==> config.mk <==
export PLATFORM = sky130hd
export DESIGN_NAME = tc_timer
export DESIGN_NICKNAME = d
export VERILOG_FILES = /design/src/rtl/tc_pkg.sv /design/src/rtl/tc_timer.sv
export SDC_FILE = /design/constraint.sdc
export NUM_CORES = 1
export LEC_CHECK = 0
export CORE_UTILIZATION = 53
export CTS_BUF_LIST = sky130_fd_sc_hd__clkbuf_16
export DETAILED_ROUTE_END_ITERATION = 8
export PLACE_DENSITY = 0.8
export SLEW_MARGIN = 20
export SYNTH_ARGS = -nofsm -noshare
export SYNTH_HDL_FRONTEND = slang
export SYNTH_SLANG_ARGS = --single-unit
==> constraint.sdc <==
create_clock -name clk -period 5.4 [get_ports clk]
set_input_delay 0.54 -clock clk [delete_from_list [all_inputs] [get_ports clk]]
set_output_delay 0.54 -clock clk [all_outputs]
set_load 0.03 [all_outputs]
==> src/rtl/tc_pkg.sv <==
// tc_pkg: shared definitions for the tc_timer peripheral.
//   - register word addresses as seen on the bridge Addr bus
//   - CTRL register bit positions
//   - MODE field encodings
//   - FSM state encoding (also driven onto the timer's debug state port)
package tc_pkg;

    // Register word addresses (processor byte address bits [3:2]).
    localparam logic [1:0] ADDR_CTRL   = 2'd0;
    localparam logic [1:0] ADDR_PRESET = 2'd1;
    localparam logic [1:0] ADDR_COUNT  = 2'd2;

    // CTRL register layout. Bits above CTRL_BITS-1 do not exist.
    localparam int CTRL_EN       = 0;
    localparam int CTRL_MODE_LSB = 1;
    localparam int CTRL_MODE_MSB = 2;
    localparam int CTRL_IM       = 3;
    localparam int CTRL_BITS     = 4;

    // MODE field encodings. Any value other than MODE_RELOAD runs one-shot.
    localparam logic [1:0] MODE_ONESHOT = 2'b00;
    localparam logic [1:0] MODE_RELOAD  = 2'b01;

    typedef enum logic [1:0] {
        IDLE = 2'd0,
        LOAD = 2'd1,
        CNT  = 2'd2,
        INT  = 2'd3
    } tc_state_e;

endpackage

==> src/rtl/tc_timer.sv <==
// tc_timer: programmable down-counting timer/counter on the processor bridge.
//
// Registers (word address on Addr):
//   0 CTRL   R/W  bit0 EN, bits[2:1] MODE, bit3 IM; upper bits read 0
//   1 PRESET R/W  reload value for COUNT
//   2 COUNT  RO   current count
//   3 -      reads 0
//
// Ports:
//   clk         system clock, all state changes on the rising edge
//   reset       asynchronous active-low reset
//   Addr        register word select
//   WE          register write strobe, sampled on rising clk
//   Din         register write data
//   Dout        register read data, combinational from Addr
//   IRQ         interrupt request = CTRL.IM & irq_flag
//   dbg_state_o current FSM state, for observation only
//
// The bus has no handshake: a write is accepted on every rising edge where
// WE is high, and a read is a pure combinational mux of Addr.
module tc_timer
    import tc_pkg::*;
#(
    parameter int WIDTH = 32
) (
    input  logic             clk,
    input  logic             reset,
    input  logic [1:0]       Addr,
    input  logic             WE,
    input  logic [WIDTH-1:0] Din,
    output logic [WIDTH-1:0] Dout,
    output logic             IRQ,
    output tc_state_e        dbg_state_o
);

    localparam logic [WIDTH-1:0] ONE = WIDTH'(1);

    logic [CTRL_BITS-1:0] ctrl_q;
    logic [WIDTH-1:0]     preset_q;
    logic [WIDTH-1:0]     count_q;
    logic                 irq_flag_q;
    tc_state_e            state_q;

    logic       wr_ctrl;
    logic       wr_preset;
    logic       en;
    logic [1:0] mode;

    assign wr_ctrl   = WE && (Addr == ADDR_CTRL);
    assign wr_preset = WE && (Addr == ADDR_PRESET);
    assign en        = ctrl_q[CTRL_EN];
    assign mode      = ctrl_q[CTRL_MODE_MSB:CTRL_MODE_LSB];

    // FSM and register file share one process so that a software write and
    // an FSM update of the same bit resolve in a single place: the register
    // writes come last, so software wins for CTRL bits and for irq_flag.
    always_ff @(posedge clk or negedge reset) begin
        if (!reset) begin
            ctrl_q     <= '0;
            preset_q   <= '0;
            count_q    <= '0;
            irq_flag_q <= 1'b0;
            state_q    <= IDLE;
        end else begin
            case (state_q)
                IDLE: begin
                    if (en) begin
                        state_q <= LOAD;
                    end
                end
                LOAD: begin
                    count_q    <= preset_q;
                    // Ends the single-cycle pulse raised by an auto-reload INT.
                    // A sticky one-shot flag can only reach here after a CTRL
                    // write, which clears it anyway.
                    irq_flag_q <= 1'b0;
                    state_q    <= CNT;
                end
                CNT: begin
                    if (!en) begin
                        state_q <= IDLE;
                    end else if (count_q <= ONE) begin
                        // Covers PRESET=0 as well: never decrement below 0.
                        count_q <= '0;
                        state_q <= INT;
                    end else begin
                        count_q <= count_q - ONE;
                    end
                end
                INT: begin
                    irq_flag_q <= 1'b1;
                    if (mode == MODE_RELOAD) begin
                        state_q <= LOAD;
                    end else begin
                        ctrl_q[CTRL_EN] <= 1'b0;
                        state_q         <= IDLE;
                    end
                end
                default: begin
                    state_q <= IDLE;
                end
            endcase

            if (wr_ctrl) begin
                ctrl_q     <= Din[CTRL_BITS-1:0];
                irq_flag_q <= 1'b0;
            end
            if (wr_preset) begin
                preset_q   <= Din;
                irq_flag_q <= 1'b0;
            end
        end
    end

    always_comb begin
        Dout = '0;
        case (Addr)
            ADDR_CTRL:   Dout = WIDTH'(ctrl_q);
            ADDR_PRESET: Dout = preset_q;
            ADDR_COUNT:  Dout = count_q;
            default:     Dout = '0;
        endcase
    end

    assign IRQ         = ctrl_q[CTRL_IM] & irq_flag_q;
    assign dbg_state_o = state_q;

endmodule

==> run metrics, run 1 <==
status completed; Initial DRT Pass Iterations 5; Final Setup Violations 0; final instance area 5050 um2; Hold Crit Class input port to asynchronous set/reset pin; placed cell area 4760 um2; GP Congestion 0.805; Synth Area in Adders 0.00621; Initial Utilization 0.553; first-pass GRT wire length 17.2 mm; Final ANT Viol Nets 0; final hold viol count 0; PD cells 514 nW/um2; Via density 6.46; pre-CTS setup slack 2.19 ns; Die H 89.2 um; Overflow after GRT 0; main flop type after synthesis dfrtp_1; simple-gate portion of the synthesized area 0.146; share of layout cells above drive strength 1 0.155; Clock Latency Late Sink 0.34 ns; Comb power frac 0.409; Leakage Power 2.04 nW; antenna violations before repair 0; # clock sinks 71; share of the synthesized area in the top cell type 0.441; Post-CTS Setup Inserts 0; TritonCTS clock tree yes; syn_nets 437; chip width 89.2 um; max_cap viols 0; wire length per cell 18.6 um; Worst IR Drop VDD 0.000323 V; Final Cycle Share 0.594; largest net degree at the start of global routing 72; compound-gate portion of the synthesized area 0.247; RR Startpoint count_q[22]; Fill cells 587; switching pwr 0.00106 W; post-synthesis sequential area ratio 0.441; I/O pin cnt 72; Clock Tree Buf Depth 2; post-synth top area cell dfrtp_1; Max Slew Vio Count 0; crit path kind input port to output port; Port Buffers 71; register bit total from synthesis 71; cell-internal power 0.00153 W; Ant. Diodes 0; CP required 4.86 ns; DP HPWL 6.77 mm; largest cells by area after synthesis dfrtp_1, mux2_2, a22o_1, o21ai_0, nand2_1; Clock transition at path regs 0.05 ns; cell count after synthesis 398; CTS resizes 0; Yosys cell types 55; CTS Buf Count 9; fin cells 557; clock share of power 0.221; gr usage total 0.284; mux cell area share after synthesis 0.110; critical path startpoint Addr[1]; final wirelength 10.4 mm; drc violations 0; critical path arrival 2.67 ns; RSZ-0062 raised after global routing false; via count 3599; EDFF count, synth 0; Design Power 0.00260 W; syn_area_per_cell 10.1 um2; die area 7960 um2; cts hold-fix bufs 0; P&R area growth vs syn 25.3%; Max Clock Skew 0.00819 ns; synthesized area 4030 um2; FFs w/ async S/R, synth 1.00; dpl cells 541; Startpoint Class input port; Final #Nets 492; Seq pwr share 0.370; Std-Cell Rows 31; Ys Warns 0; core area 7290 um2; XOR/XNOR Fraction of Synth Area 0; largest family of logic cells by synthesized area compound AO/OA/AOI/OAI gates; final setup margin 2.19 ns; Slew @ Worst Pin 1.09 ns; drt initial violations 301; max_slew headroom 0.275; CTS root buf clkbuf_16; Fin Setup TNS 0 ns; Sw Share 0.409; H-tree Lvls 3; vias in the first global route 3459; CP Capture Type output port; Max Freq 0.312 GHz; CP Max Fanout 28; minimum clock period 3.21 ns
[path summary, 6_finish.rpt]
kind / endpoint / cells after the start / slack, ns
min reg2reg: ctrl_q[1] / 1 / 0.53
min: preset_q[5] / 2 / 0.39
max reg2reg: count_q[18] / 6 / 2.42
max: Dout[15] / 5 / 2.19
max in group asynchronous: count_q[11] / 2 / 4.39
min in group clk: ctrl_q[1] / 1 / 0.53
[metal layers]
metal | up-vias | track usage | routed length, um | share of wire
met5 | - | 0 | 0 | 0
met4 | 0 | 0.0924 | 209 | 0.020
met3 | 25 | 0.0563 | 743 | 0.072
met2 | 174 | 0.464 | 4960 | 0.48
met1 | 1755 | 0.380 | 4450 | 0.43
li1 | 1645 | - | - | -
[registers in the layout, summed over array words and instances, names as in the netlist]
name / count
dbg_state_o: 2
preset_q: 32
count_q: 32
ctrl_q: 4
irq_flag_q: 1
[power by group through the flow]
stage / registers [W] / clock network [W] / logic (W)
after floorplan: 0.000870 / 0 / 0.000809
after global placement: 0.000954 / 0 / 0.00102
after detailed placement: 0.000956 / 0 / 0.00105
after CTS: 0.000953 / 0.000578 / 0.00106
after global routing: 0.000991 / 0.000608 / 0.00115
final: 0.000962 / 0.000575 / 0.00106
[cell type report]
| cell class | instances | area (um2) | area share |
|---|---|---|---|
| multi-input combinational | 282 | 2060 | 0.407 |
| clock buffer | 9 | 225 | 0.0446 |
| inverter | 10 | 37.5 | 0.00743 |
| tap | 99 | 124 | 0.0245 |
| sequential | 71 | 1780 | 0.352 |
| timing repair buffer | 79 | 766 | 0.152 |
| clock inverter | 7 | 63.8 | 0.0126 |
[placed cells by master (no fill, tap or decap), types with 3 or more instances in the layout]
| cell type | count |
|---|---|
| nor3_1 | 13 |
| o21ai_0 | 31 |
| a22o_1 | 42 |
| nand4_1 | 3 |
| buf_4 | 8 |
| clkinv_2 | 3 |
| o22ai_1 | 7 |
| clkdlybuf4s50_1 | 70 |
| mux2_2 | 35 |
| nor2b_1 | 5 |
| mux2i_1 | 5 |
| nand3_1 | 3 |
| a21oi_1 | 11 |
| o41ai_1 | 5 |
| inv_1 | 10 |
| nand2b_1 | 5 |
| clkbuf_16 | 9 |
| nand2_1 | 26 |
| nor4_1 | 10 |
| and3_1 | 5 |
| a32oi_1 | 4 |
| a32o_1 | 5 |
| o2bb2ai_1 | 5 |
| or4_1 | 3 |
| o31ai_1 | 6 |
| dfrtp_1 | 71 |
| or3_1 | 5 |
| nor2_1 | 15 |
[cells in the mapped netlist, drive strengths merged, types with 6 or more instances]
cell,number
a21oi,11
nand2,26
o21ai,31
dfrtp,71
clkbuf,23
mux2,35
nor2,15
o22ai,7
nor3,13
inv,10
buf,12
nor4,12
nor2b,7
or3,8
o31ai,6
a22o,44
[kinds of logic after synthesis]
group,count (synthesis)
fa+ha+maj,2
compound gates,134
flops,71
buf+inv,45
mux,40
simple gates,106
[critical path, stage by stage]
cell and delay (ns):
clkdlybuf4s50_1 0.67, nor2b_2 0.21, buf_4 0.35, a22o_1 0.20, clkdlybuf4s50_1 0.68
[through the flow]
stage                     hold WS (ns)   util
after floorplan                  0.244      -
after global placement           0.510  0.653
after detailed placement         0.514  0.653
after CTS                        0.462  0.693
after global routing             0.494  0.693
final                            0.393  0.693
Power figures use the tool's default switching activity.
==> inputs of run 2 (changes only) <==
--- a/config.mk
+++ b/config.mk
@@ -5,10 +5,10 @@
 export SDC_FILE = /design/constraint.sdc
 export NUM_CORES = 1
 export LEC_CHECK = 0
-export CORE_UTILIZATION = 53
+export CORE_UTILIZATION = 48
 export CTS_BUF_LIST = sky130_fd_sc_hd__clkbuf_16
 export DETAILED_ROUTE_END_ITERATION = 8
-export PLACE_DENSITY = 0.8
+export PLACE_DENSITY = 0.77
 export SLEW_MARGIN = 20
 export SYNTH_ARGS = -nofsm -noshare
 export SYNTH_HDL_FRONTEND = slang
==> constraint.sdc (replaced) <==
create_clock -name clk -period 2.7 [get_ports clk]
set_input_delay 0.27 -clock clk [delete_from_list [all_inputs] [get_ports clk]]
set_output_delay 0.27 -clock clk [all_outputs]
set_load 0.03 [all_outputs]
==> run metrics, run 2 (synthesis results as in run 1) <==
CTS resizes 0; clock share of power 0.228; switching pwr 0.00217 W; Final ANT Viol Nets 0; Via density 6.28; chip width 93.6 um; minimum clock period 2.46 ns; share of layout cells above drive strength 1 0.237; most common cell after layout, fill and taps aside dfrtp_1; Hold Crit Class input port to asynchronous set/reset pin; Max Slew Vio Count 0; wire length per cell 18.6 um; CP max-delay cell dfrtp_1; PD cells 1050 nW/um2; CTS Buf Count 9; Clock transition at path regs 0.06 ns; critical path arrival 2.73 ns; via count 3621; final hold slack -0.00852 ns; Port Buffers 71; final wirelength 10.7 mm; CP Capture Type register; failing checks negative hold slack; P&R area growth vs syn 27.6%; Final Cycle Share 0.910; Final #Nets 506; cts hold-fix bufs 0; Initial Utilization 0.493; die area 8770 um2; # clock sinks 71; RR Startpoint count_q[0]; critical path startpoint count_q[0]; CTS root buf clkbuf_16; Fin Setup TNS 0 ns; drc violations 0; Std-Cell Rows 33; CP required 2.98 ns; Startpoint Class register; max_slew headroom 0.518; Overflow after GRT 0; Clock Tree Buf Depth 2; Seq pwr share 0.355; TritonCTS clock tree yes; status finished with violations; Clock Latency Late Sink 0.33 ns; I/O pin cnt 72; Worst IR Drop VDD 0.000580 V; Post-CTS Setup Inserts 0; most frequent cells in the layout dfrtp_1, buf_4, a22o_1, clkdlybuf4s50_1, mux2_2; Comb power frac 0.417; DP HPWL 7.25 mm; dpl cells 561; Initial DRT Pass Iterations 5; RSZ-0062 raised after global routing false; crit path kind register to register; first-pass GRT wire length 17.8 mm; Max Clock Skew 0.00607 ns; Final Setup Violations 0; Slew @ Worst Pin 0.722 ns; Die H 93.6 um; final hold viol count 8; drt initial violations 283; Leakage Power 2.19 nW; gr usage total 0.261; flop-to-flop setup slack 0.24 ns; GP Congestion 0.893; Max Freq 0.407 GHz; reg2reg path depth 7; Ant. Diodes 0; R2R Path End count_q[24]; cell-internal power 0.00323 W; vias in the first global route 3524; cells along the critical path inv_1 -> ha_1 -> or3b_4 -> or3_1 -> or3_4 -> o41ai_1 -> a22o_1; largest net degree at the start of global routing 42; top flop regs count_q: 32 flops, preset_q: 32 flops, ctrl_q: 4 flops; Sw Share 0.402; H-tree Lvls 3; crit-path max cell delay 0.43 ns; fin cells 577; core area 8180 um2; max_cap viols 0; CP Max Fanout 6; antenna violations before repair 0
==> run 2: cell count changes in the layout (fill, tap and decap cells not counted), sizes merged <==
cell,delta
bufinv,+1
buf,+44
clkinvlp,-2
clkinv,-1
inv,+2
clkdlybuf4s50,-30
==> run 2: power groups by stage <==
stage | clock [W] | sequential [W] | combinational [W]
after floorplan | 0 | 0.00174 | 0.00162
after global placement | 0 | 0.00189 | 0.00216
after detailed placement | 0 | 0.00192 | 0.00222
after CTS | 0.00124 | 0.00190 | 0.00225
after global routing | 0.00128 | 0.00198 | 0.00245
final | 0.00123 | 0.00192 | 0.00226
==> run 2: metrics by stage <==
stage / area [um2] / utilization / hold WS [ns] / setup slack, ns / total power, W
2_1_floorplan: 4030 / - / -0.0256 / 0.304 / 0.00336
3_3_place_gp: 4840 / 0.592 / 0.377 / 0.327 / 0.00405
3_5_place_dp: 4840 / 0.592 / 0.372 / 0.270 / 0.00414
4_1_cts: 5140 / 0.629 / 0.0237 / 0.272 / 0.00539
5_1_grt: 5140 / 0.629 / 0.0506 / 0.122 / 0.00571
6_report: 5140 / 0.629 / -0.00852 / 0.243 / 0.00541
==> run 2: final cells by class <==
cell class                 count  area, um2
clock buffer                   9        225
clock inverter                 7       80.1
fill                         669       3030
inverter                      10       37.5
multi-input combinational    282       2060
sequential                    71       1780
tap                          105        131
timing repair buffer          93        833
==> run 2: critical path: cells and delay by family, from the launching register on <==
family	cells	cell delay, ns
AOI/OAI and AO/OA	2	0.49
and+or+nand+nor	3	1.16
buffers and inverters	1	0.12
adders and majority gates	1	0.22
DFF	1	0.43
==> run 2: how the worst max path moves through the flow <==
stage | to | slack, ns | cells past startpoint
finish | count_q[24] | 0.24 | 7
global route | count_q[24] | 0.12 | 7
CTS | count_q[26] | 0.27 | 7
detailed placement | count_q[26] | 0.27 | 7
global placement | count_q[26] | 0.33 | 7
floorplan | count_q[26] | 0.30 | 8
==> run 2: per-layer routing <==
layer,vias up,track usage,routed length (um),part of all wire
met5,-,0,0,0
li1,1662,-,-,-
met4,0,0.0885,163,0.015
met2,136,0.415,5130,0.48
met3,16,0.0528,548,0.051
met1,1807,0.356,4890,0.46
